--- src/rtl/fir3_mac.sv ---
// Three-tap FIR with a single shared multiplier: one accepted sample yields one
// result after three multiply-accumulate cycles.
module fir3_mac #(
  parameter int DATA_W = 16,
  parameter int COEF_W = 12,
  parameter int ACC_W  = 30
) (
  input  logic                  clk,
  input  logic                  rst,
  input  logic [3*COEF_W-1:0]   coeffs,
  input  logic                  clear,
  input  logic [DATA_W-1:0]     sample_in,
  input  logic                  sample_valid,
  output logic                  sample_ready,
  output logic [ACC_W-1:0]      result,
  output logic                  result_valid,
  input  logic                  out_ready
);

  localparam int PROD_W = DATA_W + COEF_W;

  typedef enum logic [2:0] {IDLE, MAC0, MAC1, MAC2, DONE} state_t;

  state_t                    state;
  logic signed [DATA_W-1:0]  x0, x1, x2;
  logic [3*COEF_W-1:0]       coef_q;
  logic signed [ACC_W-1:0]   acc;
  logic signed [DATA_W-1:0]  mul_x;
  logic signed [COEF_W-1:0]  mul_c;
  logic signed [PROD_W-1:0]  prod;
  logic signed [ACC_W-1:0]   prod_ext;
  logic signed [ACC_W-1:0]   acc_next;

  // Operand select for the shared multiplier; the MAC state picks the tap.
  always_comb begin
    mul_x = x0;
    mul_c = coef_q[COEF_W-1:0];
    case (state)
      MAC1: begin
        mul_x = x1;
        mul_c = coef_q[2*COEF_W-1:COEF_W];
      end
      MAC2: begin
        mul_x = x2;
        mul_c = coef_q[3*COEF_W-1:2*COEF_W];
      end
      default: ;
    endcase
  end

  assign prod     = mul_x * mul_c;
  assign prod_ext = {{(ACC_W-PROD_W){prod[PROD_W-1]}}, prod};
  assign acc_next = acc + prod_ext;

  // Handshakes: a sample transfers on an edge where sample_valid && sample_ready;
  // a result transfers on an edge where result_valid && out_ready. Neither side
  // may retract valid before its transfer.
  assign sample_ready = (state == IDLE) && !rst && !clear;

  always_ff @(posedge clk) begin
    if (rst) begin
      x0           <= '0;
      x1           <= '0;
      x2           <= '0;
      coef_q       <= '0;
      acc          <= '0;
      result       <= '0;
      result_valid <= 1'b0;
      state        <= IDLE;
    end else if (clear) begin
      x0           <= '0;
      x1           <= '0;
      x2           <= '0;
      acc          <= '0;
      result       <= '0;
      result_valid <= 1'b0;
      state        <= IDLE;
    end else begin
      case (state)
        IDLE: begin
          if (sample_valid) begin
            x2     <= x1;
            x1     <= x0;
            x0     <= sample_in;
            coef_q <= coeffs;
            acc    <= '0;
            state  <= MAC0;
          end
        end
        MAC0: begin
          acc   <= acc_next;
          state <= MAC1;
        end
        MAC1: begin
          acc   <= acc_next;
          state <= MAC2;
        end
        MAC2: begin
          acc          <= acc_next;
          result       <= acc_next;
          result_valid <= 1'b1;
          state        <= DONE;
        end
        DONE: begin
          // Handoff edge never accepts; sample_ready rises the following cycle.
          if (out_ready) begin
            result_valid <= 1'b0;
            state        <= IDLE;
          end
        end
        default: state <= IDLE;
      endcase
    end
  end

endmodule
--- config.mk ---
export PLATFORM = sky130hd
export DESIGN_NAME = fir3_mac
export DESIGN_NICKNAME = d
export VERILOG_FILES = /design/src/rtl/fir3_mac.sv
export SDC_FILE = /design/constraint.sdc
export NUM_CORES = 1
export LEC_CHECK = 0
export ABC_AREA = 1
export CORE_MARGIN = 2
export CORE_UTILIZATION = 40
export CTS_BUF_LIST = sky130_fd_sc_hd__clkbuf_8 sky130_fd_sc_hd__clkbuf_16
export DETAILED_ROUTE_END_ITERATION = 16
export DONT_BUFFER_PORTS = 1
export MAX_ROUTING_LAYER = met4
export SETUP_SLACK_MARGIN = 0.2
export SLEW_MARGIN = 20
export SYNTH_ARGS = -nofsm -noshare
export SYNTH_HDL_FRONTEND = slang
export SYNTH_SLANG_ARGS = --single-unit
--- constraint.sdc ---
create_clock -name clk -period 7.8 [get_ports clk]
set_input_delay 1.56 -clock clk [delete_from_list [all_inputs] [get_ports clk]]
set_output_delay 1.56 -clock clk [all_outputs]
set_load 0.005 [all_outputs]
==> impl_metrics.yaml, run 1 <==
outcome:
  status: "finished clean"
floorplan:
  die_width_um: 194
  fp.coreArea_um2: 35500
  starting_density: 0.406
  die_h_um: 194
  ioPinCount: 89
  floorplan.rows: 69
  die_footprint_um2: 37600
sta:
  tightestPinTransition_ps: 1090
  maxSlewViolCount: 0
  clock-skew-final_ps: 20.2
  timing.max_slew.rel_slack: 0.271
  hold_slack_ps: 454
  layout_worst_path_cycle_share: 0.913
  rsz0062_at_grt: "no"
  final_period_minus_worst_setup_slack_ps: 7120
  final-setup-viol-count: 0
  timing.fmax_mhz: 140
  final.setup.tns_ps: 0
  hold_violations: 0
clock_network:
  htreeDepth: 4
  cts-buffers-inserted: 17
  cts_tree: "done"
  clock_sink_count: 148
  clock_root_buffer: "sky130_fd_sc_hd__clkbuf_16"
  cts_hold_buf: 0
  cts_max_path_buffers: 2
  worst_setup_hold_path_clk_slew_ps: 80
  clk-insertion-delay-late_ps: 460
synthesis:
  synth.net_count: 2207
  ys_seq_elements: 148
  synth-edff-count: 0
  postSynthAreaPerCell_um2: 7.76
  synth_cell_types: 34
  asyncSetResetFlopFracSynth: 0
  yosysWarningCount: 0
  synthCells: 1857
  synth_seq_area_share: 0.206
  synth-main-ff-cell: "sky130_fd_sc_hd__dfxtp_1"
  syn_area_um2: 14400
flow_run:
  timing.max_cap.violations: 0
critical_path:
  startpoint_type: "register"
  critical_path.reg2reg.startpoint: "state[2]"
  worstPathMaxFanout: 13
  worst_setup_path_startpoint: "state[2]"
  timing.critical_path.to_type: "register"
  criticalPathCategory: "reg -> reg"
  arrival_ps: 7510
  worst-r2r-setup-slack_ps: 680
  critPathRequiredTime_ps: 8180
pwr:
  p_seq_frac: 0.403
  vdd.ir_drop.worst_v: 0.000138
  combinationalPowerShare: 0.164
  netSwitchingPower_w: 0.000646
  power.switching_fraction: 0.329
  power.density_cell_area_nw_per_um2: 126
  clock_power_share: 0.433
  total_leakage_power_nw: 7.57
  internal_power_w: 0.00131
detailed_routing:
  topRoutingLayerUsed: "met4"
  route.detailed.vias_per_inst: 4.97
  drcViolationCount: 0
  wl_per_cell_um: 17.2
  detailedRoute.firstIterationViolations: 663
  detail-route-antenna-nets: 0
  routed-wl-met2_mm: 18.3
  wire_length_on_met1_mm: 18.9
  wl_met3_mm: 1.58
  detail_route.wirelength_mm: 39.7
  detailedRoute.firstPassIterationCount: 5
  via_count: 11500
place:
  numPortBuffers: 0
  postPlaceCellArea_um2: 14800
  place.detailed.hpwl_mm: 32.6
  gp_congestion: 0.908
grt:
  pin_count_of_the_biggest_net_entering_global_routing: 83
  grt_first_pass_wirelength_mm: 64.5
  grt_usage: 0.226
  antenna_found_initial: 0
  grt.overflow.total: 0
  first_global_vias: 11700
finish:
  final_cell_area_um2: 15500
  final_util: 0.437
  final.fill_count: 3615
  post_route_cells_drive_above_1_share: 0.0617
  area_delta_synth_final_pct: 7.60
  final_net_count: 2184
  num_antenna_cells: 0
worst_hold_path:
  min_path_type: "reg -> reg"
  min_from: "x2[0]"
layout make-up:
cell class              count  area, µm²  share of cell area
well taps                 461        577              0.0372
multi-input cells        1236       9640               0.622
clock inverters            15        190              0.0123
flip-flops and latches    148       2960               0.191
inverters                 408       1540              0.0993
repair buffers             23        173              0.0111
clock buffers              17        425              0.0274
per-stage QoR:
step                      setup slack (ps)  total power [W]  std cells
after floorplan                       1670          0.00103       1857
after global placement                 585          0.00112       2272
after detailed placement               609          0.00112       2272
after CTS                              555          0.00198       2304
after global routing                   211          0.00206       2308
final                                  678          0.00196       2308
logic make-up (layout without fill, tap and decap cells):
logic type | Yosys count | in the layout | share of synthesized area
xor gates and xnor gates | 10 | 10 | 0.00608
and+or+nand+nor | 662 | 662 | 0.184
buffers and inverters | 473 | 463 | 0.127
DFF | 148 | 148 | 0.206
AOI/OAI and AO/OA | 271 | 271 | 0.111
adders and majority gates | 293 | 293 | 0.366
final timing paths:
kind / end / cells past startpoint
min reg2reg: x2[0] / 2
max: acc[20] / 27
min: x2[0] / 2
max reg2reg: acc[20] / 27
layout by cell type (no fill, tap or decap), types with 5 or more instances in the layout:
cell                          n
sky130_fd_sc_hd__buf_4       23
sky130_fd_sc_hd__a21oi_1    121
sky130_fd_sc_hd__inv_2       16
sky130_fd_sc_hd__clkinv_8     7
sky130_fd_sc_hd__nand3_1     60
sky130_fd_sc_hd__o21ai_0     63
sky130_fd_sc_hd__nand4_1     10
sky130_fd_sc_hd__a211oi_1    24
sky130_fd_sc_hd__nor2_1     211
sky130_fd_sc_hd__clkbuf_16   17
sky130_fd_sc_hd__a21oi_4      5
sky130_fd_sc_hd__or2_2        5
sky130_fd_sc_hd__inv_1      389
sky130_fd_sc_hd__fa_1       215
sky130_fd_sc_hd__a21oi_2     23
sky130_fd_sc_hd__o22ai_1     28
sky130_fd_sc_hd__dfxtp_1    148
sky130_fd_sc_hd__xor2_1       9
sky130_fd_sc_hd__nand2_1    355
sky130_fd_sc_hd__nor3_1       9
sky130_fd_sc_hd__ha_1        78
critical path: stages, from the launching register on:
cell	delay [ps]
sky130_fd_sc_hd__dfxtp_1	480
sky130_fd_sc_hd__nor2_4	70
sky130_fd_sc_hd__inv_2	160
sky130_fd_sc_hd__buf_4	260
sky130_fd_sc_hd__buf_4	200
sky130_fd_sc_hd__o22ai_1	90
sky130_fd_sc_hd__a21oi_2	460
sky130_fd_sc_hd__inv_2	180
sky130_fd_sc_hd__nand2_1	130
sky130_fd_sc_hd__fa_1	440
sky130_fd_sc_hd__fa_1	510
sky130_fd_sc_hd__inv_1	50
sky130_fd_sc_hd__fa_1	550
sky130_fd_sc_hd__fa_1	420
sky130_fd_sc_hd__fa_1	510
sky130_fd_sc_hd__inv_1	60
sky130_fd_sc_hd__fa_1	510
sky130_fd_sc_hd__inv_1	60
sky130_fd_sc_hd__ha_1	340
sky130_fd_sc_hd__nand2_1	200
sky130_fd_sc_hd__inv_1	60
sky130_fd_sc_hd__a21oi_1	270
sky130_fd_sc_hd__nand2_1	230
sky130_fd_sc_hd__nand2_1	100
sky130_fd_sc_hd__nand2_1	60
sky130_fd_sc_hd__xor2_1	380
sky130_fd_sc_hd__nand2_1	100
sky130_fd_sc_hd__a21oi_1	130
routing by layer:
| layer | track usage | vias up |
|---|---|---|
| met4 | 0.0577 | 0 |
| met5 | - | - |
| met1 | 0.310 | 5613 |
| li1 | - | 5596 |
| met3 | 0.0355 | 41 |
| met2 | 0.351 | 230 |
flip-flops by register name, summed over array words and instances (netlist names):
signal	cells
coef_q	36
x1	16
result_valid	1
x2	16
state	3
result	30
x0	16
acc	30
cells in the mapped netlist, types with 24 or more instances:
| master | number | area share |
|---|---|---|
| sky130_fd_sc_hd__nand2_1 | 355 | 0.092 |
| sky130_fd_sc_hd__fa_1 | 215 | 0.30 |
| sky130_fd_sc_hd__nor2_1 | 213 | 0.055 |
| sky130_fd_sc_hd__dfxtp_1 | 148 | 0.21 |
| sky130_fd_sc_hd__o21ai_0 | 63 | 0.022 |
| sky130_fd_sc_hd__a21oi_1 | 122 | 0.042 |
| sky130_fd_sc_hd__inv_1 | 391 | 0.10 |
| sky130_fd_sc_hd__a211oi_1 | 24 | 0.013 |
| sky130_fd_sc_hd__nand3_1 | 60 | 0.021 |
| sky130_fd_sc_hd__o22ai_1 | 28 | 0.012 |
| sky130_fd_sc_hd__ha_1 | 78 | 0.068 |
| sky130_fd_sc_hd__clkbuf_1 | 38 | 0.0099 |
power groups by stage:
stage / Combinational, W / Clock [W] / Sequential, W
after floorplan: 0.000226 / 0 / 0.000804
after global placement: 0.000317 / 0 / 0.000807
after detailed placement: 0.000317 / 0 / 0.000807
after CTS: 0.000322 / 0.000870 / 0.000790
after global routing: 0.000362 / 0.000901 / 0.000793
final: 0.000322 / 0.000849 / 0.000790
what timing repair did:
item                       CTS  global route
setup buffers                0             4
hold endpoints to repair     0             0
setup endpoints to repair    0             2
gates resized for setup      0             4
Power figures use the tool's default switching activity.
==> inputs of run 2 (changes only) <==
CTS_BUF_LIST = default   (was sky130_fd_sc_hd__clkbuf_8 sky130_fd_sc_hd__clkbuf_16)
CTS_CLUSTER_DIAMETER = 40   (was default)
==> results of run 2 <==
Same layout as run 1: the final DEF is identical, and so are final timing and power.
==> inputs of run 3 (changes only) <==
--- a/config.mk
+++ b/config.mk
@@ -8,5 +8,5 @@
 export ABC_AREA = 1
 export CORE_MARGIN = 2
-export CORE_UTILIZATION = 40
+export CORE_UTILIZATION = 28
 export CTS_CLUSTER_DIAMETER = 40
 export DETAILED_ROUTE_END_ITERATION = 16
==> constraint.sdc (replaced) <==
create_clock -name clk -period 7.8 [get_ports clk]
set_input_delay 1.56 -clock clk [delete_from_list [all_inputs] [get_ports clk]]
set_output_delay 1.56 -clock clk [all_outputs]
set_load 0.02 [all_outputs]
==> impl_metrics.yaml, run 3 (same netlist as run 1, synthesis figures left out) <==
sta:
  tightestPinTransition_ps: 925
  final_period_minus_worst_setup_slack_ps: 7110
  final.setup.tns_ps: 0
  final-setup-viol-count: 0
  timing.max_slew.rel_slack: 0.382
  rsz0062_at_grt: "no"
  maxSlewViolCount: 0
  hold_violations: 0
  timing.fmax_mhz: 141
  clock-skew-final_ps: 14.7
  layout_worst_path_cycle_share: 0.912
floorplan:
  starting_density: 0.282
  die_width_um: 231
  floorplan.rows: 83
  ioPinCount: 89
  die_h_um: 231
  die_footprint_um2: 53300
  fp.coreArea_um2: 51100
place:
  gp_congestion: 0.946
  placed_cells_incl_taps: 2486
  numPortBuffers: 0
  postPlaceCellArea_um2: 15100
  place.detailed.hpwl_mm: 32.8
finish:
  final_net_count: 2175
  max_flop_register: "coef_q"
  post_route_cells_drive_above_1_share: 0.0566
  final_cell_area_um2: 15700
  mostFrequentLayoutCells: "sky130_fd_sc_hd__inv_1 (390), sky130_fd_sc_hd__nand2_1 (355), sky130_fd_sc_hd__fa_1 (215)"
  finalNonFillerCells: 2518
  largest_register_ff_count: 36
  largestRegisters: "coef_q x36, acc x30, result x30"
  num_antenna_cells: 0
  area_delta_synth_final_pct: 8.92
  layout_commonest_cell: "sky130_fd_sc_hd__inv_1"
critical_path:
  arrival_ps: 7490
  cp_slowest_stage_delay_ps: 550
  startpoint_type: "register"
  worstPathMaxFanout: 28
  criticalPathCategory: "reg -> reg"
  critical_path.most_common_cell: "sky130_fd_sc_hd__nand2_1"
  cp_num_buf_inv: 6
  critical_path.slowest_cell: "sky130_fd_sc_hd__fa_1"
  critPathRequiredTime_ps: 8170
  timing.critical_path.to_type: "register"
  path_delay_family: "adder cells"
grt:
  grt.overflow.total: 0
  grt_usage: 0.163
  grt_first_pass_wirelength_mm: 65.9
  first_global_vias: 11900
  antenna_found_initial: 0
  pin_count_of_the_biggest_net_entering_global_routing: 83
clock_network:
  clock_sink_count: 148
  clock_root_buffer: "sky130_fd_sc_hd__clkbuf_16"
  htreeDepth: 4
  post-cts-setup-buffers: 0
  cts_max_path_buffers: 2
  cts_tree: "done"
  clk-insertion-delay-late_ps: 450
  worst_setup_hold_path_clk_slew_ps: 70
  cts-buffers-inserted: 17
detailed_routing:
  detailedRoute.firstPassIterationCount: 5
  wl_per_cell_um: 16.0
  detailedRoute.firstIterationViolations: 844
  drcViolationCount: 0
  via_count: 11600
  detail-route-antenna-nets: 0
  detail_route.wirelength_mm: 40.2
  route.detailed.vias_per_inst: 4.61
flow_run:
  timing.max_cap.violations: 0
pwr:
  vdd.ir_drop.worst_v: 0.000146
  total_leakage_power_nw: 7.55
  power.density_cell_area_nw_per_um2: 127
outcome:
  status: "finished clean"
worst_hold_path:
  min_path_type: "reg -> reg"
run 3: changes by cell type in the layout (fill, tap and decap cells not counted), moves of 2 or more:
cell / before / now
sky130_fd_sc_hd__clkinvlp_4: 2 / 0
sky130_fd_sc_hd__clkbuf_8: 0 / 2
sky130_fd_sc_hd__bufinv_16: 0 / 2
sky130_fd_sc_hd__clkinv_8: 7 / 0
sky130_fd_sc_hd__buf_4: 23 / 13
run 3: per-stage QoR:
stage | hold WS, ps | power, W | utilization | setup WS (ps)
2_1_floorplan | 430 | 0.00103 | - | 1670
3_3_place_gp | 441 | 0.00112 | 0.295 | 612
3_5_place_dp | 451 | 0.00113 | 0.295 | 650
4_1_cts | 461 | 0.00202 | 0.307 | 601
5_1_grt | 481 | 0.00209 | 0.307 | 306
6_report | 460 | 0.00200 | 0.307 | 689
run 3: worst paths after layout:
| kind | startpoint | to | slack (ps) | cells past startpoint |
|---|---|---|---|---|
| setup / recovery | state[2] | acc[20] | 690 | 26 |
| hold / removal | x2[4] | x2[4] | 460 | 2 |
| setup reg to reg | state[2] | acc[20] | 690 | 26 |
| hold reg to reg | x2[4] | x2[4] | 460 | 2 |
run 3: power by group:
| part | switching, W | leakage [nW] | internal, W |
|---|---|---|---|
| Combinational | 0.000222 | 6.04 | 0.000100 |
| Sequential | 0.0000119 | 1.20 | 0.000779 |
| Clock | 0.000387 | 0.305 | 0.000500 |
run 3: area by class of cell:
type                            count  area, µm²
Clock buffer                       19        453
Tap cell                          680        851
Clock inverter                     13        160
Sequential cell                   148       2960
Inverter                          408       1530
Multi-Input combinational cell   1236       9620
Fill cell                        5543      35400
Timing Repair Buffer               14        109
run 3: worst min-delay path: stages (launching register included):
cell	delay, ps
sky130_fd_sc_hd__dfxtp_1	300
sky130_fd_sc_hd__inv_1	60
sky130_fd_sc_hd__a21oi_1	60
run 3: per-layer routing:
| metal | share of wire | track usage |
|---|---|---|
| met1 | 0.49 | 0.229 |
| met2 | 0.43 | 0.238 |
| met3 | 0.063 | 0.0305 |
| met4 | 0.025 | 0.0468 |
| met5 | 0 | - |
run 3: repair_timing:
item	in CTS	in global routing
gates resized for setup	0	1
endpoints found under the hold margin	0	0
hold buffers	0	0
setup endpoints to repair	0	5
